File: src/rtl/seg7_scan_ctrl_if.sv
// Requester-side bus of the 7-segment scan controller: two requesters offer
// display content, the controller answers with grant ownership and load acks.
interface seg7_scan_ctrl_if;
  logic [1:0]  req;
  logic [31:0] hexs0;
  logic [31:0] hexs1;
  logic [7:0]  point0;
  logic [7:0]  point1;
  logic [7:0]  les0;
  logic [7:0]  les1;
  logic [1:0]  grant;
  logic [1:0]  ack;

  modport master (
    output req, hexs0, hexs1, point0, point1, les0, les1,
    input  grant, ack
  );

  modport slave (
    input  req, hexs0, hexs1, point0, point1, les0, les1,
    output grant, ack
  );
endinterface

File: src/rtl/seg7_scan_ctrl.sv
// Eight-digit 7-segment scan controller with a two-requester round-robin
// arbiter that only switches display ownership at scan-frame boundaries.
module seg7_scan_ctrl #(
  parameter int SCAN_DIV     = 50000,
  parameter int HOLD_FRAMES  = 4,
  parameter int FLASH_FRAMES = 64
) (
  input  logic            clk,
  input  logic            rst_n,
  seg7_scan_ctrl_if.slave bus,
  output logic [2:0]      Scan,
  output logic            flash,
  output logic [31:0]     Hexs,
  output logic [7:0]      point,
  output logic [7:0]      LES
);

  localparam int PW = $clog2(SCAN_DIV);
  localparam int FW = (FLASH_FRAMES > 1) ? $clog2(FLASH_FRAMES) : 1;
  localparam int HW = $clog2(HOLD_FRAMES + 1);

  localparam logic [PW-1:0] PRE_LAST   = PW'(SCAN_DIV - 1);
  localparam logic [FW-1:0] FLASH_LAST = FW'(FLASH_FRAMES - 1);
  localparam logic [HW-1:0] HOLD_MAX   = HW'(HOLD_FRAMES);

  typedef enum logic [1:0] {
    IDLE = 2'd0,
    OWN0 = 2'd1,
    OWN1 = 2'd2
  } state_t;

  logic [PW-1:0] pre_cnt;
  logic [FW-1:0] frame_cnt;
  logic [HW-1:0] hold_cnt;
  logic          last_owner;
  logic          tick;
  logic          frame_end;
  state_t        state;
  state_t        state_nxt;

  assign tick      = (pre_cnt == PRE_LAST);
  assign frame_end = tick && (Scan == 3'd7);

  always_ff @(posedge clk or negedge rst_n) begin
    if (!rst_n) begin
      pre_cnt   <= '0;
      Scan      <= '0;
      frame_cnt <= '0;
      flash     <= 1'b1;
    end else begin
      pre_cnt <= tick ? '0 : pre_cnt + PW'(1);
      if (tick) Scan <= Scan + 3'd1;
      if (frame_end) begin
        if (frame_cnt == FLASH_LAST) begin
          frame_cnt <= '0;
          flash     <= ~flash;
        end else begin
          frame_cnt <= frame_cnt + FW'(1);
        end
      end
    end
  end

  // Arbitration decision; only committed on frame_end.
  always_comb begin
    state_nxt = state;
    case (state)
      IDLE: begin
        if (bus.req[0] && bus.req[1]) state_nxt = last_owner ? OWN0 : OWN1;
        else if (bus.req[0])          state_nxt = OWN0;
        else if (bus.req[1])          state_nxt = OWN1;
      end
      OWN0: begin
        if (!bus.req[0])                             state_nxt = bus.req[1] ? OWN1 : IDLE;
        else if ((hold_cnt >= HOLD_MAX) && bus.req[1]) state_nxt = OWN1;
      end
      OWN1: begin
        if (!bus.req[1])                             state_nxt = bus.req[0] ? OWN0 : IDLE;
        else if ((hold_cnt >= HOLD_MAX) && bus.req[0]) state_nxt = OWN0;
      end
      default: state_nxt = IDLE;
    endcase
  end

  // The ack marks the very cycle the owner's content is captured.
  assign bus.ack = (rst_n && frame_end) ? {state_nxt == OWN1, state_nxt == OWN0} : 2'b00;

  always_ff @(posedge clk or negedge rst_n) begin
    if (!rst_n) begin
      state      <= IDLE;
      bus.grant  <= 2'b00;
      hold_cnt   <= '0;
      last_owner <= 1'b1;
      Hexs       <= '0;
      point      <= '0;
      LES        <= '0;
    end else if (frame_end) begin
      state     <= state_nxt;
      bus.grant <= {state_nxt == OWN1, state_nxt == OWN0};
      if (state_nxt == IDLE) begin
        hold_cnt <= '0;
      end else if (state_nxt != state) begin
        hold_cnt   <= HW'(1);
        last_owner <= (state_nxt == OWN1);
      end else if (hold_cnt < HOLD_MAX) begin
        hold_cnt <= hold_cnt + HW'(1);
      end
      // Content is refreshed every frame while owned; IDLE keeps the last frame.
      if (state_nxt == OWN0) begin
        Hexs  <= bus.hexs0;
        point <= bus.point0;
        LES   <= bus.les0;
      end else if (state_nxt == OWN1) begin
        Hexs  <= bus.hexs1;
        point <= bus.point1;
        LES   <= bus.les1;
      end
    end
  end

endmodule
File: src/flat_wrapper.sv
// flat-port wrapper written by rule: the top's interface ports become plain ports
module seg7_scan_ctrl_flat 
#(
  parameter int SCAN_DIV     = 50000,
  parameter int HOLD_FRAMES  = 4,
  parameter int FLASH_FRAMES = 64
)
  (clk, rst_n, Scan, flash, Hexs, point, LES, bus_req, bus_hexs0, bus_hexs1, bus_point0, bus_point1, bus_les0, bus_les1, bus_grant, bus_ack);
  seg7_scan_ctrl_if bus_i ();
  input  logic clk;
  input  logic rst_n;
  output logic [2:0] Scan;
  output logic flash;
  output logic [31:0] Hexs;
  output logic [7:0] point;
  output logic [7:0] LES;
  input wire logic [$bits(bus_i.req)-1:0] bus_req;
  input wire logic [$bits(bus_i.hexs0)-1:0] bus_hexs0;
  input wire logic [$bits(bus_i.hexs1)-1:0] bus_hexs1;
  input wire logic [$bits(bus_i.point0)-1:0] bus_point0;
  input wire logic [$bits(bus_i.point1)-1:0] bus_point1;
  input wire logic [$bits(bus_i.les0)-1:0] bus_les0;
  input wire logic [$bits(bus_i.les1)-1:0] bus_les1;
  output wire logic [$bits(bus_i.grant)-1:0] bus_grant;
  output wire logic [$bits(bus_i.ack)-1:0] bus_ack;
  assign bus_i.req = bus_req;
  assign bus_i.hexs0 = bus_hexs0;
  assign bus_i.hexs1 = bus_hexs1;
  assign bus_i.point0 = bus_point0;
  assign bus_i.point1 = bus_point1;
  assign bus_i.les0 = bus_les0;
  assign bus_i.les1 = bus_les1;
  assign bus_grant = bus_i.grant;
  assign bus_ack = bus_i.ack;
  seg7_scan_ctrl #(.SCAN_DIV(SCAN_DIV), .HOLD_FRAMES(HOLD_FRAMES), .FLASH_FRAMES(FLASH_FRAMES)) u_core (.clk(clk), .rst_n(rst_n), .bus(bus_i), .Scan(Scan), .flash(flash), .Hexs(Hexs), .point(point), .LES(LES));
endmodule
File: config.mk
export PLATFORM = sky130hd
export DESIGN_NAME = seg7_scan_ctrl_flat
export DESIGN_NICKNAME = d
export VERILOG_FILES = /design/src/rtl/seg7_scan_ctrl_if.sv /design/src/rtl/seg7_scan_ctrl.sv /design/src/flat_wrapper.sv
export SDC_FILE = /design/constraint.sdc
export NUM_CORES = 1
export LEC_CHECK = 0
export CAP_MARGIN = 40
export CORE_ASPECT_RATIO = 1.4
export CORE_MARGIN = 2
export CORE_UTILIZATION = 48
export DETAILED_ROUTE_END_ITERATION = 8
export GPL_ROUTABILITY_DRIVEN = 0
export GPL_TIMING_DRIVEN = 1
export HOLD_SLACK_MARGIN = 0.06
export PLACE_DENSITY = 0.91
export REMOVE_ABC_BUFFERS = 1
export SKIP_CTS_REPAIR_TIMING = 1
export SLEW_MARGIN = 20
export SYNTH_ARGS = -nofsm -noshare
export SYNTH_HDL_FRONTEND = slang
export SYNTH_SLANG_ARGS = --single-unit
export TNS_END_PERCENT = 30
File: constraint.sdc
create_clock -name clk -period 8.5 [get_ports clk]
set_clock_uncertainty 0.1 [all_clocks]
set_input_delay 1.7 -clock clk [delete_from_list [all_inputs] [get_ports clk]]
set_output_delay 1.7 -clock clk [all_outputs]
set_load 0.1 [all_outputs]
==> metrics.cfg, run 1 <==
[worst_setup_path]
crit_type=primary input to output port
reg2reg_slack_ns=5.41
start_kind=primary input
cp_cell_sequence=clkdlybuf4s50_1 -> inv_1 -> a221o_1 -> inv_1 -> ha_2 -> and3_1 -> clkdlybuf4s50_1 -> buf_8
crit_family=buffers and inverters
path_buf_inv=5
path_max_fanout=4
cp-end-kind=output port
crit_arrival_ns=3.77
cpPeakStageDelay_ns=0.52
slowest_stage=clkdlybuf4s50_1
required_ns=6.70

[placement]
dp_cells=628
io_buffers=155
place_hpwl_um=10000
placed_area_mm2=0.00685

[die]
initial_core_util_pct=49.8
io_pins=156
row_count=39
dieArea_mm2=0.00932
die_x_um=82.2
core_mm2=0.00825
fp.dieH_um=113

[power]
p_sw_mw=0.195
clockPowerShare_pct=46.5
cellPowerDensity_mw_per_mm2=121
p_int_mw=0.674
seqPwrFrac_pct=45.1
finalPower_mw=0.869
switching_share_pct=22.4
p_leak_nw=3.23
ir_worst_vdd_mv=0.137
comb_power_share_pct=8.4

[clock_tree]
clkSinkCount=82
cts_tree=done
clock_latency_ns=0.34
cts_root_buf=clkbuf_16
htree_levels=3
cts_buffer_depth=2
clk_pin_slew_ns=0.06
cts_made_buffers=9

[timing]
min_period_ns=5.57
slew_headroom_pct=55.3
rsz0062_at_grt=no
max_freq_mhz=179
tightest_slew_ns=0.670
finalSetupTns_ns=0
fin_crit_sh_pct=65.6
hold_slack_ns=0.374
hold_violations=0
setup_viol=0
final-max-slew-violation-count=0

[grt]
antenna_found_initial=0
grt_overflow=0
grt_max_degree=62
grt_pass1_vias=3952
grt_usage_pct=32.5
grt_pass1_wl_um=22000

[cells_and_area]
antenna_cells=0
filler_cell_count=328
layout.nets=646
mostFrequentLayoutCells=clkdlybuf4s50_1 (154), dfrtp_1 (80), mux2_2 (79)
drive_above_1_share_pct=30.6
final_common_cell=clkdlybuf4s50_1
design_area_mm2=0.00716
synthToLayoutAreaGrowth_pct=74.3
stdcell_count=645

[yosys]
synth-simple-area-share_pct=9.78
syn_inst=327
ys_top_cells_by_area=dfrtp_1 (49%), mux2_2 (22%), mux2_1 (5.8%), ha_1 (2.4%), xnor2_1 (2.3%)
synth_cell_types=42
synth_xor_xnor_area_share_pct=3.84
synth_top_cell_by_area=dfrtp_1
ys_warn_count=0
synth_top_area_share_pct=48.7
synthAdderAreaFrac_pct=2.44
synth_edf_count=0
synthMuxAreaShare_pct=27.9
synth-seq-cells=82
async_flop_share_pct=100
ys.flop_type=dfrtp_1
ys_seq_area_share_pct=50.0
avgSynthCellArea_um2=12.6
synth_area_mm2=0.00411
synth_top_family_by_area=multiplexers
synth_compound_area_share_pct=3.35

[detailed_routing]
drt_iter0_drc=282
antenna_left=0
vias_per_cell=5.57
post-route-drc-count=0
finalWirelength_um=14600
dr_total_vias=3592
dr.pass1.iters=4
wire_per_inst_um=22.6

[worst_hold_path]
hold_class=register to register

[run_status]
status=finished clean

[run]
max_cap_viol_count=0

metal layers:
metal	global-route usage (%)	share of wire, %	up-vias
li1	-	-	1597
met1	36.4	36	1756
met2	57.5	52	199
met3	6.49	7.9	40
met4	15.1	3.7	0
met5	0	0	-
synthesized netlist by cell type (all sizes together), types with 7 or more instances:
library cell	n
xnor2	11
nor4	7
nand2	22
inv	7
dfrtp	80
clkbuf	12
mux2	100
ha	8
xor2	7
nor2	11
nand3	7
power by group through the flow:
stage / registers (mW) / logic [mW] / clock network, mW
4_1_cts: 0.392 / 0.0736 / 0.405
6_report: 0.392 / 0.0730 / 0.404
2_1_floorplan: 0.399 / 0.0118 / 0
3_5_place_dp: 0.399 / 0.0706 / 0
5_1_grt: 0.391 / 0.0777 / 0.421
3_3_place_gp: 0.399 / 0.0658 / 0
registers in the layout (all words and copies together) (netlist names):
register / flops
u_core.hold_cnt: 3
u_core.point: 8
u_core.flash: 1
u_core.bus.grant: 2
u_core.frame_cnt: 6
u_core.Scan: 3
u_core.pre_cnt: 16
u_core.Hexs: 32
u_core.state: 2
u_core.last_owner: 1
u_core.LES: 8
per-stage QoR:
step / utilization [%] / worst slack (ns)
floorplan: - / 2.40
global placement: 69.4 / 2.55
detailed placement: 83.0 / 2.95
CTS: 86.8 / 2.92
global route: 86.8 / 2.84
finish: 86.8 / 2.93
logic make-up after synthesis:
| logic type | Yosys count |
|---|---|
| multiplexers | 102 |
| flip-flops | 82 |
| AND/OR/NAND/NOR | 74 |
| buffers and inverters | 23 |
| AO/OA/AOI/OAI | 20 |
| XOR/XNOR | 18 |
| adder cells (fa/ha/maj) | 8 |
path summary, 6_finish.rpt:
path / from / endpoint / cells after the start
setup / recovery: bus_req[0] / bus_ack[0] / 8
hold / removal: u_core.bus.grant[1] / u_core.bus.grant[1] / 2
setup reg to reg: u_core.hold_cnt[2] / u_core.point[2] / 8
hold reg to reg: u_core.bus.grant[1] / u_core.bus.grant[1] / 2
max in group asynchronous: rst_n / u_core.frame_cnt[4] / 2
min in group asynchronous: rst_n / u_core.hold_cnt[1] / 1
worst reg2reg max path: cells and delay by family (launching register included):
family	cells	cell delay, ns
adders and majority gates	1	0.18
DFF	1	0.50
buffers and inverters	2	0.61
muxes	3	1.09
AOI/OAI and AO/OA	2	0.49
final cells by class:
| class | count | area, um^2 | share of cell area [%] |
|---|---|---|---|
| inverters | 7 | 26.3 | 0.367 |
| clock buffers | 9 | 225 | 3.15 |
| flip-flops and latches | 82 | 2050 | 28.7 |
| clock inverters | 7 | 82.6 | 1.15 |
| multi-input cells | 222 | 1950 | 27.2 |
| well taps | 102 | 128 | 1.78 |
| repair buffers | 216 | 2700 | 37.6 |
Note: power is estimated with default switching activity, not from simulation.
==> run 2, diff against run 1 <==
--- a/config.mk
+++ b/config.mk
@@ -8,12 +8,12 @@
 export CAP_MARGIN = 40
 export CORE_ASPECT_RATIO = 1.4
 export CORE_MARGIN = 2
-export CORE_UTILIZATION = 48
+export CORE_UTILIZATION = 44
 export DETAILED_ROUTE_END_ITERATION = 8
 export GPL_ROUTABILITY_DRIVEN = 0
 export GPL_TIMING_DRIVEN = 1
 export HOLD_SLACK_MARGIN = 0.06
-export PLACE_DENSITY = 0.91
+export PLACE_DENSITY = 0.85
 export REMOVE_ABC_BUFFERS = 1
 export SKIP_CTS_REPAIR_TIMING = 1
 export SLEW_MARGIN = 20
==> constraint.sdc (replaced) <==
create_clock -name clk -period 5.25 [get_ports clk]
set_clock_uncertainty 0.1 [all_clocks]
set_input_delay 1.05 -clock clk [delete_from_list [all_inputs] [get_ports clk]]
set_output_delay 1.05 -clock clk [all_outputs]
set_load 0.1 [all_outputs]
==> run 2 against run 1 <==
Effect of this change:
- first-iteration DRC count decreased by 38%
- power increased by 65%
- worst hold slack got worse by 0.0013 ns
- cell count increased by 0.78%
- die area increased by 8.7%
- flip-flop and latch count unchanged
- global-route usage decreased by 7.8 points
- non-clock buffer count unchanged
- clock power increased by 69%
- clock-buffer cell count increased by 1
- largest cell class unchanged
==> metrics.cfg, run 2 (synthesized netlist as in run 1, its figures left out) <==
[die]
row_count=41  ; was 39
core_mm2=0.00903  ; was 0.00825 mm^2
die_x_um=85.7  ; was 82.2 um
dieArea_mm2=0.0101  ; was 0.00932 mm^2
initial_core_util_pct=45.5  ; was 49.8%
fp.dieH_um=118  ; was 113 um
io_pins=156  ; unchanged

[power]
p_sw_mw=0.287  ; was 0.195 mW
p_int_mw=1.14  ; was 0.674 mW
comb_power_share_pct=8.0  ; was 8.4%
ir_worst_vdd_mv=0.206  ; was 0.137 mV
seqPwrFrac_pct=44.3  ; was 45.1%
switching_share_pct=20.1  ; was 22.4%
cellPowerDensity_mw_per_mm2=200  ; was 121 mW/mm^2
clockPowerShare_pct=47.7  ; was 46.5%
p_leak_nw=3.24  ; was 3.23 nW

[clock_tree]
cts_tree=done  ; unchanged
htree_levels=3  ; unchanged
cts_buffer_depth=2  ; unchanged
clock_latency_ns=0.34  ; about the same
clk_pin_slew_ns=0.06  ; about the same
clkSinkCount=82  ; unchanged
cts_made_buffers=9  ; unchanged
cts_root_buf=clkbuf_16  ; unchanged

[detailed_routing]
dr.pass1.iters=4  ; unchanged
vias_per_cell=5.25  ; was 5.57
drt_iter0_drc=176  ; was 282
finalWirelength_um=12200  ; was 14600 um
antenna_left=0  ; unchanged
dr_total_vias=3413  ; was 3592
post-route-drc-count=0  ; unchanged
wire_per_inst_um=18.8  ; was 22.6 um

[grt]
grt_max_degree=50  ; was 62
grt_pass1_vias=3621  ; was 3952
antenna_found_initial=0  ; unchanged
grt_usage_pct=24.6  ; was 32.5%
grt_pass1_wl_um=19200  ; was 22000 um
grt_overflow=0  ; unchanged

[cells_and_area]
design_area_mm2=0.00717  ; was 0.00716 mm^2
largestRegisters=u_core.Hexs x32, u_core.pre_cnt x16  ; unchanged
final_common_cell=clkdlybuf4s50_1  ; unchanged
mostFrequentLayoutCells=clkdlybuf4s50_1 (152), dfrtp_1 (80), mux2_2 (79)  ; was clkdlybuf4s50_1 (154), dfrtp_1 (80), mux2_2 (79)
largest_register_ffs=32  ; unchanged
drive_above_1_share_pct=30.9  ; was 30.6%
synthToLayoutAreaGrowth_pct=74.5  ; was 74.3%
antenna_cells=0  ; unchanged
filler_cell_count=475  ; was 328
layout.nets=646  ; unchanged
top_register=u_core.Hexs  ; unchanged

[worst_setup_path]
required_ns=4.10  ; was 6.70 ns
cp-startpoint=bus_req[0]  ; unchanged
regToRegEndpoint=u_core.LES[4]  ; was u_core.point[2]
start_kind=primary input  ; unchanged
reg2reg_slack_ns=2.13  ; was 5.41 ns
cp-end-kind=output port  ; unchanged
reg2regPathDepth=6  ; was 8
endpoint=bus_ack[1]  ; was bus_ack[0]
path_max_fanout=4  ; unchanged
crit_type=primary input to output port  ; unchanged
reg2reg_from=u_core.pre_cnt[4]  ; was u_core.hold_cnt[2]
crit_arrival_ns=2.75  ; was 3.77 ns

[timing]
fin_crit_sh_pct=74.2
tightest_slew_ns=0.654  ; was 0.670 ns
hold_slack_ns=0.373  ; was 0.374 ns
final-max-slew-violation-count=0  ; unchanged
finalSetupTns_ns=0  ; unchanged
slew_headroom_pct=56.4  ; was 55.3%
rsz0062_at_grt=no  ; unchanged
setup_viol=0  ; unchanged
hold_violations=0  ; unchanged
min_period_ns=3.90
max_freq_mhz=257

[placement]
io_buffers=155  ; unchanged
place_hpwl_um=9320  ; was 10000 um
placed_area_mm2=0.00681  ; was 0.00685 mm^2

[run]
max_cap_viol_count=0  ; unchanged

[run_status]
status=finished clean  ; unchanged

[worst_hold_path]
hold_class=register to register  ; unchanged

## run 2: routing by layer
metal / global-route usage [%] / up-vias / share of wire [%]
met1: 28.1 / 1661 / 38
met5: 0 / - / 0
met2: 44.4 / 135 / 54
met4: 8.73 / 0 / 2.4
li1: - / 1595 / -
met3: 5.45 / 22 / 6.3
## run 2: power by group through the flow
stage	Clock [mW]	Sequential, mW	Combinational (mW)
after CTS	0.694	0.634	0.115
after floorplan	0	0.645	0.0190
after detailed placement	0	0.646	0.114
final	0.683	0.634	0.114
after global routing	0.727	0.634	0.122
after global placement	0	0.646	0.108
## run 2: area by class of cell
type	instances	area (um^2)	area share (%)
flip-flops and latches	82	2050	28.7
inverters	7	26.3	0.366
well taps	107	134	1.87
clock inverters	6	90.1	1.26
clock buffers	10	239	3.33
repair buffers	216	2680	37.3
multi-input cells	222	1950	27.2
## run 2: worst min-delay path by stage
stage | start | end | slack [ns] | cells after the start
6_report | u_core.bus.grant[0] | u_core.bus.grant[0] | 0.37 | 2
5_1_grt | u_core.bus.grant[1] | u_core.bus.grant[1] | 0.42 | 2
2_1_floorplan | u_core.pre_cnt[0] | u_core.pre_cnt[0] | 0.35 | 1
3_3_place_gp | u_core.bus.grant[0] | u_core.bus.grant[0] | 0.35 | 2
4_1_cts | u_core.bus.grant[0] | u_core.bus.grant[0] | 0.38 | 2
3_5_place_dp | u_core.bus.grant[1] | u_core.bus.grant[1] | 0.36 | 2
## run 2: stage by stage
stage | utilization, % | cells | power [mW] | setup WS (ns)
2_1_floorplan | - | 311 | 0.664 | 0.449
3_3_place_gp | 63.6 | 578 | 0.753 | 1.51
3_5_place_dp | 75.5 | 633 | 0.759 | 1.36
4_1_cts | 79.1 | 649 | 1.44 | 1.35
5_1_grt | 79.4 | 650 | 1.48 | 1.28
6_report | 79.4 | 650 | 1.43 | 1.35
## run 2: critical path, stage by stage
cell and delay [ns]:
clkdlybuf4s50_1 0.49, inv_1 0.08, o211ai_1 0.37, inv_1 0.09, ha_1 0.23, and3_1 0.19
buf_4 0.23
==> run 3, diff against run 2 <==
--- a/config.mk
+++ b/config.mk
@@ -8,12 +8,12 @@
 export CAP_MARGIN = 40
 export CORE_ASPECT_RATIO = 1.4
 export CORE_MARGIN = 2
-export CORE_UTILIZATION = 44
+export CORE_UTILIZATION = 40
 export DETAILED_ROUTE_END_ITERATION = 8
 export GPL_ROUTABILITY_DRIVEN = 0
 export GPL_TIMING_DRIVEN = 1
 export HOLD_SLACK_MARGIN = 0.06
-export PLACE_DENSITY = 0.85
+export PLACE_DENSITY = 0.82
 export REMOVE_ABC_BUFFERS = 1
 export SKIP_CTS_REPAIR_TIMING = 1
 export SLEW_MARGIN = 20
==> constraint.sdc (replaced) <==
create_clock -name clk -period 3.2 [get_ports clk]
set_clock_uncertainty 0.1 [all_clocks]
set_input_delay 0.64 -clock clk [delete_from_list [all_inputs] [get_ports clk]]
set_output_delay 0.64 -clock clk [all_outputs]
set_load 0.1 [all_outputs]
==> run 3 against run 2 <==
Effect of this change:
- sequential share of layout area increased by 5.2 points
- power increased by 73%
- highest routed layer unchanged
- combinational power increased by 56%
- first-iteration DRC count decreased by 54%
- routed wire length decreased by 18%
==> metrics.cfg, run 3 (synthesized netlist as in run 1, its figures left out) <==
[worst_setup_path]
cp-end-kind=output port  ; unchanged
cpPeakStageDelay_ns=0.50  ; was 0.49 ns
crit_arrival_ns=2.27  ; was 2.75 ns
path_max_fanout=4  ; unchanged
crit_family=buffers and inverters  ; unchanged
slowest_stage=clkdlybuf4s50_1  ; unchanged
start_kind=primary input  ; unchanged
required_ns=2.46  ; was 4.10 ns
path_buf_inv=4  ; unchanged
crit_type=primary input to output port  ; unchanged
crit_top_cell=inv_1  ; unchanged
cp_cell_sequence=clkdlybuf4s50_1 -> inv_1 -> a221o_1 -> inv_1 -> ha_2 -> and3_1 -> buf_12  ; was clkdlybuf4s50_1 -> inv_1 -> o211ai_1 -> inv_1 -> ha_1 -> and3_1 -> buf_4

[clock_tree]
cts_tree=done  ; unchanged
clk_pin_slew_ns=0.06  ; about the same
cts_buffer_depth=2  ; unchanged
clkSinkCount=82  ; unchanged
cts_root_buf=clkbuf_16  ; unchanged
htree_levels=3  ; unchanged
cts_made_buffers=9  ; unchanged
clock_latency_ns=0.34  ; about the same

[power]
ir_worst_vdd_mv=0.257  ; was 0.206 mV
comb_power_share_pct=7.2  ; was 8.0%
p_sw_mw=0.462  ; was 0.287 mW
p_leak_nw=2.89  ; was 3.24 nW
p_int_mw=2.01  ; was 1.14 mW
clockPowerShare_pct=50.7  ; was 47.7%
cellPowerDensity_mw_per_mm2=407  ; was 200 mW/mm^2
finalPower_mw=2.47  ; was 1.43 mW
switching_share_pct=18.7  ; was 20.1%
seqPwrFrac_pct=42.1  ; was 44.3%

[timing]
tightest_slew_ns=0.738  ; was 0.654 ns
rsz0062_at_grt=no  ; unchanged
setup_viol=0  ; unchanged
hold_slack_ns=0.102  ; was 0.373 ns
hold_violations=0  ; unchanged
final-max-slew-violation-count=0  ; unchanged
slew_headroom_pct=50.8  ; was 56.4%
fin_ws_ns=0.194  ; was 1.35 ns
fin_crit_sh_pct=93.9
max_freq_mhz=333
min_period_ns=3.01

[cells_and_area]
layout.nets=591  ; was 646
filler_cell_count=771  ; was 475
largestRegisters=u_core.Hexs x32, u_core.pre_cnt x16  ; unchanged
mostFrequentLayoutCells=clkdlybuf4s50_1 (98), mux2_2 (79), dfrtp_1 (79)  ; was clkdlybuf4s50_1 (152), dfrtp_1 (80), mux2_2 (79)
final_common_cell=clkdlybuf4s50_1  ; unchanged
top_register=u_core.Hexs  ; unchanged
stdcell_count=623  ; was 650
synthToLayoutAreaGrowth_pct=47.8  ; was 74.5%
largest_register_ffs=32  ; unchanged
drive_above_1_share_pct=34.4  ; was 30.9%
antenna_cells=0  ; unchanged

[die]
core_mm2=0.00995  ; was 0.00903 mm^2
die_x_um=89.6  ; was 85.7 um
row_count=43  ; was 41
fp.dieH_um=124  ; was 118 um
initial_core_util_pct=41.3  ; was 45.5%
io_pins=156  ; unchanged
dieArea_mm2=0.0111  ; was 0.0101 mm^2

[run]
max_cap_viol_count=0  ; unchanged

[detailed_routing]
drt_iter0_drc=81  ; was 176
antenna_left=0  ; unchanged
dr.pass1.iters=4  ; unchanged
vias_per_cell=5.04  ; was 5.25
post-route-drc-count=0  ; unchanged
dr_total_vias=3137  ; was 3413
finalWirelength_um=10100  ; was 12200 um
wire_per_inst_um=16.2  ; was 18.8 um

[grt]
antenna_found_initial=0  ; unchanged
grt_usage_pct=17.6  ; was 24.6%
grt_pass1_wl_um=14700  ; was 19200 um
grt_max_degree=60  ; was 50
grt_pass1_vias=3003  ; was 3621
grt_overflow=0  ; unchanged

[placement]
post-place-ws_ns=0.153  ; was 1.36 ns
io_buffers=155  ; unchanged
dp_cells=607  ; was 633
place_hpwl_um=7490  ; was 9320 um

[run_status]
status=finished clean  ; unchanged

[worst_hold_path]
hold_class=primary input to async pin  ; was register to register

-- run 3: cell types whose count changed in the layout (fill, tap and decap cells not counted), sizes merged --
| cell | before | now |
|---|---|---|
| bufinv | 2 | 4 |
| clkinv | 3 | 2 |
| buf | 64 | 63 |
| clkdlybuf4s50 | 152 | 98 |
| clkbuf | 10 | 9 |
-- run 3: power groups by stage --
| stage | combinational, mW | clock, mW | sequential, mW |
|---|---|---|---|
| floorplan | 0.0312 | 0 | 1.06 |
| global route | 0.193 | 1.32 | 1.04 |
| detailed placement | 0.179 | 0 | 1.06 |
| global placement | 0.176 | 0 | 1.06 |
| CTS | 0.181 | 1.28 | 1.04 |
| finish | 0.178 | 1.25 | 1.04 |
-- run 3: path summary, 6_finish.rpt --
| check | cells past startpoint | end | from | slack [ns] |
|---|---|---|---|---|
| hold / removal | 1 | u_core.bus.grant[0] | rst_n | 0.10 |
| min in group clk | 2 | u_core.bus.grant[1] | u_core.bus.grant[1] | 0.37 |
| max in group asynchronous | 2 | u_core.hold_cnt[2] | rst_n | 1.81 |
| hold reg to reg | 2 | u_core.bus.grant[1] | u_core.bus.grant[1] | 0.37 |
| setup / recovery | 7 | bus_ack[0] | bus_req[0] | 0.19 |
| setup reg to reg | 8 | u_core.point[1] | u_core.hold_cnt[2] | 0.58 |
-- run 3: final cells by class --
cell class / instances / area, um^2 / share of cell area (%)
tap: 135 / 169 / 2.78
multi-input combinational: 222 / 1950 / 32.1
inverter: 7 / 26.3 / 0.433
clock buffer: 9 / 225 / 3.71
clock inverter: 7 / 141 / 2.33
sequential: 82 / 2060 / 33.9
timing repair buffer: 161 / 1500 / 24.8
-- run 3: routing by layer --
metal | track usage, % | wire [um]
met1 | 20.4 | 3810
met2 | 30.1 | 4980
met3 | 3.78 | 1030
met4 | 8.86 | 246
met5 | 0 | 0
-- run 3: metrics by stage --
step                      area [um^2]  util [%]  setup TNS, ns
final                            6070      61.0              0
after global routing             6070      61.0              0
after CTS                        6070      61.0              0
after detailed placement         5700      57.3              0
after global placement           5700      57.3              0
after floorplan                  4020         -         -17.84
